<file path="config.mk">
export PLATFORM = sky130hd
export DESIGN_NAME = bitty_fetch_unit
export DESIGN_NICKNAME = d
export VERILOG_FILES = /design/src/rtl/bitty_pkg.sv /design/src/rtl/bitty_watchdog.sv /design/src/rtl/bitty_fetch_unit.sv
export SDC_FILE = /design/constraint.sdc
export NUM_CORES = 1
export LEC_CHECK = 0
export CAP_MARGIN = 15
export CORE_MARGIN = 2
export CORE_UTILIZATION = 45
export CTS_CLUSTER_DIAMETER = 150
export DETAILED_ROUTE_END_ITERATION = 16
export MAX_ROUTING_LAYER = met4
export PLACE_DENSITY = 0.87
export SYNTH_ARGS = -nofsm -noshare
export SYNTH_HDL_FRONTEND = slang
export SYNTH_HIERARCHICAL = 1
export SYNTH_SLANG_ARGS = --single-unit
</file>
<file path="constraint.sdc">
create_clock -name clk -period 2.5 [get_ports clk]
set_input_delay 0.25 -clock clk [delete_from_list [all_inputs] [get_ports clk]]
set_output_delay 0.25 -clock clk [all_outputs]
set_load 0.01 [all_outputs]
</file>
<file path="src/rtl/bitty_pkg.sv">
// Shared definitions for the bitty fetch unit: FSM state encoding and
// the default done-timeout.
package bitty_pkg;

  localparam int DEFAULT_TIMEOUT = 64;

  localparam logic [2:0] ST_IDLE     = 3'd0;
  localparam logic [2:0] ST_FETCH    = 3'd1;
  localparam logic [2:0] ST_MEM_WAIT = 3'd2;
  localparam logic [2:0] ST_ISSUE    = 3'd3;
  localparam logic [2:0] ST_EXEC     = 3'd4;
  localparam logic [2:0] ST_HALT     = 3'd5;
  localparam logic [2:0] ST_ERROR    = 3'd6;

  typedef enum logic [2:0] {
    S_IDLE     = ST_IDLE,
    S_FETCH    = ST_FETCH,
    S_MEM_WAIT = ST_MEM_WAIT,
    S_ISSUE    = ST_ISSUE,
    S_EXEC     = ST_EXEC,
    S_HALT     = ST_HALT,
    S_ERROR    = ST_ERROR
  } state_t;

endpackage

</file>
<file path="src/rtl/bitty_watchdog.sv">
// Cycle counter guarding the core's done response. expired is raised on the
// TIMEOUT-th consecutive enabled cycle, so the caller can act on that edge.
module bitty_watchdog
  import bitty_pkg::*;
#(
  parameter int TIMEOUT = DEFAULT_TIMEOUT
) (
  input  logic clk,
  input  logic reset,
  input  logic clear,
  input  logic enable,
  output logic expired
);

  localparam int              CNT_W = $clog2(TIMEOUT + 1);
  localparam logic [CNT_W-1:0] LAST = CNT_W'(TIMEOUT - 1);

  logic [CNT_W-1:0] count;

  // NOTE: clocked state is always updated with non-blocking assignments so
  // every register samples pre-edge values regardless of block ordering.
  always_ff @(posedge clk or negedge reset) begin
    if (!reset) begin
      count <= '0;
    end else if (clear) begin
      count <= '0;
    end else if (enable) begin
      count <= count + 1'b1;
    end
  end

  assign expired = enable && (count == LAST);

endmodule

</file>
<file path="src/rtl/bitty_fetch_unit.sv">
// Instruction fetch sequencer: reads one instruction per step from a
// registered-read memory, hands it to the core and waits for done.
module bitty_fetch_unit
  import bitty_pkg::*;
#(
  parameter int ADDR_W  = 8,
  parameter int TIMEOUT = DEFAULT_TIMEOUT
) (
  input  logic              clk,
  input  logic              reset,
  input  logic              start,
  input  logic [ADDR_W-1:0] last_addr,
  output logic [ADDR_W-1:0] mem_addr,
  output logic              mem_rd,
  input  logic [15:0]       mem_data,
  output logic [15:0]       instruction,
  output logic              run,
  input  logic              done,
  output logic [ADDR_W-1:0] pc_out,
  output logic              halted,
  output logic              error
);

  state_t            state;
  logic [ADDR_W-1:0] pc;
  logic [15:0]       instr_q;
  logic              wd_clear;
  logic              wd_enable;
  logic              wd_expired;

  // done only counts while the core is executing; everywhere else it is noise.
  assign wd_clear  = (state == S_ISSUE);
  assign wd_enable = (state == S_EXEC) && !done;

  bitty_watchdog #(
    .TIMEOUT (TIMEOUT)
  ) u_watchdog (
    .clk     (clk),
    .reset   (reset),
    .clear   (wd_clear),
    .enable  (wd_enable),
    .expired (wd_expired)
  );

  // NOTE: the instruction register is a single flop bank, not a memory, so it
  // is cleared by reset like the rest of the state.
  always_ff @(posedge clk or negedge reset) begin
    if (!reset) begin
      state   <= S_IDLE;
      pc      <= '0;
      instr_q <= 16'h0000;
    end else begin
      case (state)
        S_IDLE, S_HALT: begin
          if (start) begin
            pc    <= '0;
            state <= S_FETCH;
          end
        end
        S_FETCH:    state <= S_MEM_WAIT;
        S_MEM_WAIT: begin
          instr_q <= mem_data;
          state   <= S_ISSUE;
        end
        S_ISSUE:    state <= S_EXEC;
        S_EXEC: begin
          // A done arriving on the expiry cycle still completes normally.
          if (done) begin
            if (pc == last_addr) begin
              state <= S_HALT;
            end else begin
              pc    <= pc + 1'b1;
              state <= S_FETCH;
            end
          end else if (wd_expired) begin
            state <= S_ERROR;
          end
        end
        S_ERROR:    state <= S_ERROR;
        default:    state <= S_IDLE;
      endcase
    end
  end

  // Strobes are pure state decodes, so they are one cycle wide by construction.
  assign mem_rd      = (state == S_FETCH);
  assign run         = (state == S_ISSUE);
  assign halted      = (state == S_HALT);
  assign error       = (state == S_ERROR);
  assign mem_addr    = pc;
  assign pc_out      = pc;
  assign instruction = instr_q;

endmodule

</file>
# ---- Yosys cells after proc, flatten, opt, wreduce, memory -nomap -nowiden
# Index checks and enable logic that the tools add are counted.
dict set report totals {
  word_cells 38
  ramBits 0
  out_inout_bits 36
  reg_bits 34
  rom_bits 0
  latchBits 0
  n_memories 0
  in_bits 28
}
dict set report op_classes {
  n_bitwise 0
  multipliers 0
  div 0
  addsub 2
  reduce_logical 9
  order_cmp 0
  shifts 0
  mux 11
  n_eq_ne 12
}
# operator n
set op_table {}
lappend op_table {{two-way mux 8 bit} 3}
lappend op_table {{case mux 3 bit (6 select lines)} 1}
lappend op_table {{case mux 8 bit (2 select lines)} 1}
lappend op_table {{two-way mux 7 bit} 2}
lappend op_table {{two-way mux 3 bit} 4}
lappend op_table {{== test 3 bit (second input constant)} 3}
lappend op_table {{adder 8 x 1 -> 8 bit (second input constant)} 1}
lappend op_table {{== test 8 bit} 1}
lappend op_table {{adder 7 x 1 -> 7 bit (second input constant)} 1}
lappend op_table {{== test 7 x 6 -> 1 bit (second input constant)} 1}
lappend op_table {{== test 3 x 2 -> 1 bit (second input constant)} 2}
lappend op_table {{inequality test 2 bit (second input constant)} 3}
lappend op_table {{AND reduction 4 bit} 1}
lappend op_table {{nonzero test 2 bit} 2}
lappend op_table {{== test 3 x 1 -> 1 bit (second input constant)} 1}
lappend op_table {{logical NOT 3 bit} 1}
lappend op_table {{inequality test 3 x 2 -> 1 bit (second input constant)} 1}
lappend op_table {{logical AND 1 bit} 2}
lappend op_table {{AND reduction 2 bit} 1}
lappend op_table {{OR reduction 2 bit} 1}
lappend op_table {{logical NOT 1 bit} 1}

# ---- Longest topological paths before layout
# Gate-level depths: netlist of the first run.
dict set report logic_depth {
  depth_word 6
  mapped_depth 10
  ltp_nobuf 8
}

# ---- Cells and area by module
# The synthesis of the first run kept the hierarchy.
# mod seq_area_each_um2 area_each_um2 cells_each instances
set by_module_without_submodules {}
lappend by_module_without_submodules {bitty_fetch_unit 675.6 1492.7 134 1}
lappend by_module_without_submodules {bitty_watchdog 175.2 335.3 32 1}

# ---- Least setup slack after synthesis of the first run
# OpenSTA, ideal clock, no wires.
dict set report synth_timing {
  kind {reg-to-reg}
  start {register state[0]}
  end {register state[1]}
  arrival_ps 1740
  setup_time_ps 82
  required_time_ps 2418
  path_slack_ps 678
  period_less_slack_ps 1822
  stages_incl_launch_ff 11
  path_cell_list {dfrtp_1 > buf_4 > nor2b_1 > nand2_1 > nor2_1 > buf_6 > nand3_1 > or3_1 > inv_1 > a31oi_1 > o22ai_1}
}
dict set report synth_between {
  elab_chain_cells 5
  word_cells_on_any_way 14
}
# element line
set synth_rtl {}
lappend synth_rtl {{start: declaration} bitty_fetch_unit.sv:24} ;# state_t state;
lappend synth_rtl {{start signal: assignment} bitty_fetch_unit.sv:49} ;# state <= S_IDLE;
lappend synth_rtl {{start signal: assignment} bitty_fetch_unit.sv:57} ;# state <= S_FETCH;
lappend synth_rtl {{start signal: assignment} bitty_fetch_unit.sv:60} ;# S_FETCH: state <= S_MEM_WAIT;
lappend synth_rtl {{== test 3 bit} bitty_fetch_unit.sv:33} ;# assign wd_enable = (state == S_EXEC) && !done;
lappend synth_rtl {{logical AND 1 bit} bitty_fetch_unit.sv:33}
lappend synth_rtl {{net wd_enable} bitty_fetch_unit.sv:28} ;# logic wd_enable;
lappend synth_rtl {{logical AND 1 bit} bitty_watchdog.sv:32} ;# assign expired = enable && (count == LAST);
lappend synth_rtl {{net wd_expired} bitty_fetch_unit.sv:29} ;# logic wd_expired;
lappend synth_rtl {{inequality test 3 x 2 -> 1 bit (no source line)} --}
lappend synth_rtl {{AND reduction 2 bit (no source line)} --}
# The timed path passes the listed nets, and every way through them passes these cells.
# A chain may end at the register's enable or synchronous reset.

# ---- Worst setup path after layout of the first run
dict set report layout_timing {
  start {register state[1]}
  end {output port run}
}
dict set report layout_between {
  elab_chain_cells 1
}
# element line
set layout_rtl {}
lappend layout_rtl {{== test 3 x 2 -> 1 bit} bitty_fetch_unit.sv:87} ;# assign run = (state == S_ISSUE);
lappend layout_rtl {{end: declaration} bitty_fetch_unit.sv:17} ;# output logic run,
# No other way between the ends.

==> run metrics, run 1 <==
outcome finished clean; slowest stage cell, crit path clkdlybuf4s50_1; setup_tns 0 ns; Site Rows 23; DR vias/cell 5.173; clk buf depth 2; remaining global-route overflow 0; CP Data Required Time approximately 2.3 ns; vias in the first global route ~1,400; DRT antenna net count 0; Final Setup Violations 0; top layer in use met4; nets@finish 256; die width 67.74 um; synth unique cells 38; M1 WL 1577 um; CTS H-Tree Depth 2; layout cell share with drive strength beyond 1 0.1718; critical path peak fanout 9; Post-Syn Area 1828 um2; DR vias 1,433; Tmin final 2.195 ns; postcts setup bufs 0; Placer Congestion between 0.8 and 0.9; num ports 64; Skew-Pair Late Insertion Delay 0.29 ns; Slew Viols, Final 0; RSZ-0062 raised after global routing no; Post-DP HPWL 2715 um; Worst Hold Class input pin to async pin; Final Hold Vio Count 0; CTS root buf clkbuf_8; peak supply drop 0.7377 mV; initial antenna violation count 0; first-pass GRT wire length between 5000 and 6000 um; cell family with most CP delay buffers and inverters; clock sinks 34; met2 wire len ~1800 um; Hold Buf Count CTS 0; Seq/Total Area, Yosys 0.4654; WL/cell 13.27 um; syn_area_per_cell 11.01 um2; relative slew slack 0.6983; Cell Chain, Critical Path inv_2 -> nor3b_1 -> clkdlybuf4s50_1; crit path kind flip-flop to output port; actual slew at the worst max-slew pin about 0.45 ns; 1st-pass router iterations 4; largest net degree at the start of global routing 35; gr usage total 0.1793; post-route clock skew about 0.0064 ns; Die Y-Extent 67.74 um; Setup crit end kind output port; DIE AREA 4588 um2; final instance area 2579 um2; Critical path buffers and inverters 2; Max-cap violations 0; Synthesized Nets 196; Synthesis Warnings 6; Yosys reg bits 34; CORE AREA 3943 um2; area grow syn2layout 41.07%; IO Port Bufs 63; final wirelength 3676 um; CTS tree yes; CP max stage delay 0.60 ns; Static Leak 1.150 nW; Worst-path clk slew 0.07 ns; Initial Utilization 0.4637; CP Launch Type flip-flop; CTS Buf Count 5; Max Fclk 455.6 MHz; Iteration-0 DRC Markers 75; Synth Instances 166; number of antenna diodes 0; metal3 WL around 290 um; post_cts resized 0; Placement Cell Area 2441 um2; Final Cycle Share 0.8780; DRC Markers 0; Data arrival, critical path 1.95 ns; Pwr Density 988.8 nW/um2
cells in the mapped netlist (all sizes together):
cell type	count	share of area
dfrtp	34	0.47
a21o	3	0.012
xor2	11	0.053
nor3b	2	0.0082
nor2b	1	0.0034
mux2i	3	0.016
mux2	17	0.10
nand2b	3	0.010
o211ai	1	0.0041
nor3	5	0.020
nor2	13	0.031
o21a	1	0.0041
a21oi	4	0.011
nand4b	3	0.014
nand4	4	0.017
ha	2	0.014
nand3	9	0.027
o31ai	1	0.0041
or3	3	0.010
o21ai	2	0.0055
a22oi	1	0.012
buf	15	0.064
a31oi	1	0.0034
and3	4	0.014
nor4	2	0.014
xnor2	2	0.014
o22ai	1	0.0034
a21bo	1	0.0055
inv	4	0.0082
nand2	13	0.027
state kept, by name, summed over array words and instances, names as in the netlist:
register	count
mem_addr	8
instruction	16
state	3
u_watchdog/count	7
power breakdown:
group / switching (W) / internal (W)
Combinational: 0.000450 / 0.000615
Sequential: 0.000150 / 0.000730
Clock: 0.000206 / 0.000399
final timing paths:
kind | start | to | slack, ns | depth (start not counted)
worst max register to register | state[0]$_DFFE_PN0P_ | u_watchdog/count[5]$_DFFE_PN0P_ | 0.51 | 7
max in group asynchronous | reset | u_watchdog/count[0]$_DFFE_PN0P_ | 1.82 | 2
min in group clk | instruction[10]$_DFFE_PN0P_ | instruction[10]$_DFFE_PN0P_ | 0.51 | 1
worst max-delay path | state[1]$_DFFE_PN0P_ | run | 0.30 | 3
worst min-delay path | reset | instruction[12]$_DFFE_PN0P_ | 0.37 | 2
worst min register to register | instruction[10]$_DFFE_PN0P_ | instruction[10]$_DFFE_PN0P_ | 0.51 | 1
stage by stage:
step	power, W	utilization	setup slack (ns)	cells	hold WS (ns)
floorplan	0.001501	-	0.6776	166	-0.04559
global placement	0.001931	0.6192	0.4988	269	0.4890
detailed placement	0.001962	0.6192	0.4500	269	0.4964
CTS	0.002581	0.6541	0.2722	277	0.3835
global route	0.002706	0.6541	0.1617	277	0.4072
finish	0.002550	0.6541	0.3050	277	0.3674
cells by family (layout without fill, tap and decap cells):
kind of cell / count (synthesis) / after routing / synth area share
AO/OA/AOI/OAI: 16 / 16 / 0.06503
XOR/XNOR: 13 / 13 / 0.06639
adder cells (fa/ha/maj): 2 / 2 / 0.01369
buffers and inverters: 19 / 80 / 0.07255
flip-flops: 34 / 34 / 0.4654
multiplexers: 20 / 20 / 0.1211
AND/OR/NAND/NOR: 62 / 62 / 0.1958
layer usage:
layer | GRT usage | vias up
met5 | - | -
met4 | 0.06378 | 0
met3 | 0.06167 | 5
met2 | 0.2819 | 47
met1 | 0.2134 | 694
li1 | - | 687
area by class of cell:
cell class	count	area (um2)
Inverter	4	15.01
Multi-Input combinational cell	113	844.6
Clock inverter	3	68.82
Timing Repair Buffer	68	668.1
Clock buffer	5	68.82
Fill cell	306	1364
Tap cell	50	62.56
Sequential cell	34	850.8
cells in the final DEF, fill, tap and decap left out, types with 2 or more instances in the layout:
cell and n:
mux2_2 17, clkbuf_8 5, and3_1 4, bufinv_16 2, nor3_1 4, ha_1 2, nand3_1 8, clkdlybuf4s50_1 63
a21oi_1 4, or3_1 3, nor3b_1 2, buf_4 5, xor2_1 11, o21ai_1 2, mux2i_1 3, nor4_2 2
nand4b_1 3, nor2_1 12, a21o_1 3, inv_1 3, dfrtp_1 34, nand2b_1 3, nand2_1 13, nand4_1 3
Power figures use the tool's default switching activity.
==> run 2, diff against run 1 <==
CORE_MARGIN = not set   (was 2)
PLACE_DENSITY = 0.8   (was 0.87)
REMOVE_ABC_BUFFERS = 1   (was not set)
==> run 2 against run 1 <==
Combinational power about the same. Non-clock buffer count is 1 lower. Critical path depth unchanged. Sequential power increased by 2%. Hold slack got worse by 0.0022 ns. Maximum frequency grew 2.1%. Largest cell class unchanged. Largest power group unchanged. Highest routed layer unchanged.
==> run metrics, run 2 (synthesis results as in run 1) <==
area grow syn2layout 38.19%; max reg flops 16; DIE AREA 4321 um2; vias in the first global route about 1,400; number of antenna diodes 0; outcome finished clean; fin cells 274; clock sinks 34; CP Launch Type flip-flop; 1st-pass router iterations 5; WL/cell 13.50 um; first-pass GRT wire length 6216 um; Final Hold Vio Count 0; final instance area 2526 um2; final wirelength between 3000 and 4000 um; largest net degree at the start of global routing 35; post_cts resized 0; commonest non-fill, non-tap cell in the layout clkdlybuf4s50_1; DR vias 1,423; DR vias/cell between 5 and 6; Final Cycle Share 0.8603; Final Power about 0.0024 W; CTS tree yes; Max-cap violations 0; peak supply drop 0.6833 mV; IO Port Bufs 63; postcts setup bufs 0; DRC Markers 0; gr usage total 0.1976; Worst-path clk slew 0.07 ns; Setup crit end kind output port; die width roughly 66 um; CTS H-Tree Depth 2; post-route clock skew 0.006412 ns; clk buf depth 2; dpl cells 266; CTS Buf Count 5; Site Rows 22; CTS root buf clkbuf_8; Slew Viols, Final 0; Max Fclk 464.9 MHz; CP Data Required Time 2.25 ns; Final Core Density 0.6699; Pwr Density 932.1 nW/um2; nets@finish approximately 260; actual slew at the worst max-slew pin between 0.4 and 0.5 ns; critical path peak fanout 9; Static Leak about 1.1 nW; Tmin final 2.151 ns; Iteration-0 DRC Markers 67; remaining global-route overflow 0; Data arrival, critical path 1.90 ns; Skew-Pair Late Insertion Delay slightly below 0.3 ns; crit path kind flip-flop to output port; Die Y-Extent 65.74 um; DRT antenna net count 0; Worst Hold Class input pin to async pin; Initial Utilization 0.4847; filler instances approximately 280; relative slew slack 0.6987; setup_tns 0 ns; RSZ-0062 raised after global routing no; most frequent cells in the layout clkdlybuf4s50_1, dfrtp_1, mux2_2; Hold Buf Count CTS 0; num ports 64; Placement Cell Area 2431 um2; Placer Congestion 0.8037; initial antenna violation count 0; Post-DP HPWL 2744 um; layout cell share with drive strength beyond 1 0.1681; Final Setup Violations 0; CORE AREA 3771 um2
## run 2: worst paths after layout
kind / endpoint / start / cells after the start / slack [ns]
hold reg to reg: instruction[5]$_DFFE_PN0P_ / instruction[5]$_DFFE_PN0P_ / 1 / 0.51
hold / removal: instruction[15]$_DFFE_PN0P_ / reset / 2 / 0.37
setup / recovery: run / state[1]$_DFFE_PN0P_ / 3 / 0.35
min in group clk: instruction[5]$_DFFE_PN0P_ / instruction[5]$_DFFE_PN0P_ / 1 / 0.51
max in group asynchronous: u_watchdog/count[3]$_DFFE_PN0P_ / reset / 2 / 1.83
setup reg to reg: u_watchdog/count[5]$_DFFE_PN0P_ / state[2]$_DFFE_PN0P_ / 7 / 0.45
## run 2: stage by stage
step	setup slack [ns]	hold WS, ns
2_1_floorplan	0.4278	-0.04559
3_3_place_gp	0.4632	0.4881
3_5_place_dp	0.4083	0.4958
4_1_cts	0.3241	0.3903
5_1_grt	0.2127	0.4146
6_report	0.3492	0.3652
## run 2: power breakdown
group	total, W	internal [W]	switching, W
Clock	0.000422	0.000221	0.000201
Combinational	0.00104	0.000608	0.000431
Sequential	0.000894	0.000730	0.000164
## run 2: layer usage
metal  share of wire  up-vias  GRT usage
li1                -      692          -
met1            0.43      683     0.2373
met2            0.49       44     0.3227
met3           0.063        4    0.05556
met4           0.010        0    0.05707
met5               0        -          -
## run 2: final cells by class
class | count | area (um2) | area share
inverters | 4 | 15.01 | 0.005944
well taps | 48 | 60.06 | 0.02377
multi-input cells | 113 | 844.6 | 0.3343
repair buffers | 67 | 660.6 | 0.2615
flip-flops and latches | 34 | 850.8 | 0.3368
clock buffers | 6 | 82.58 | 0.03269
clock inverters | 2 | 12.51 | 0.004953
## run 2: worst max-delay path: stages (launching register included)
cell and delay (ns):
dfrtp_1 0.55, inv_2 0.16, nor3b_1 0.30, clkdlybuf4s50_1 0.60
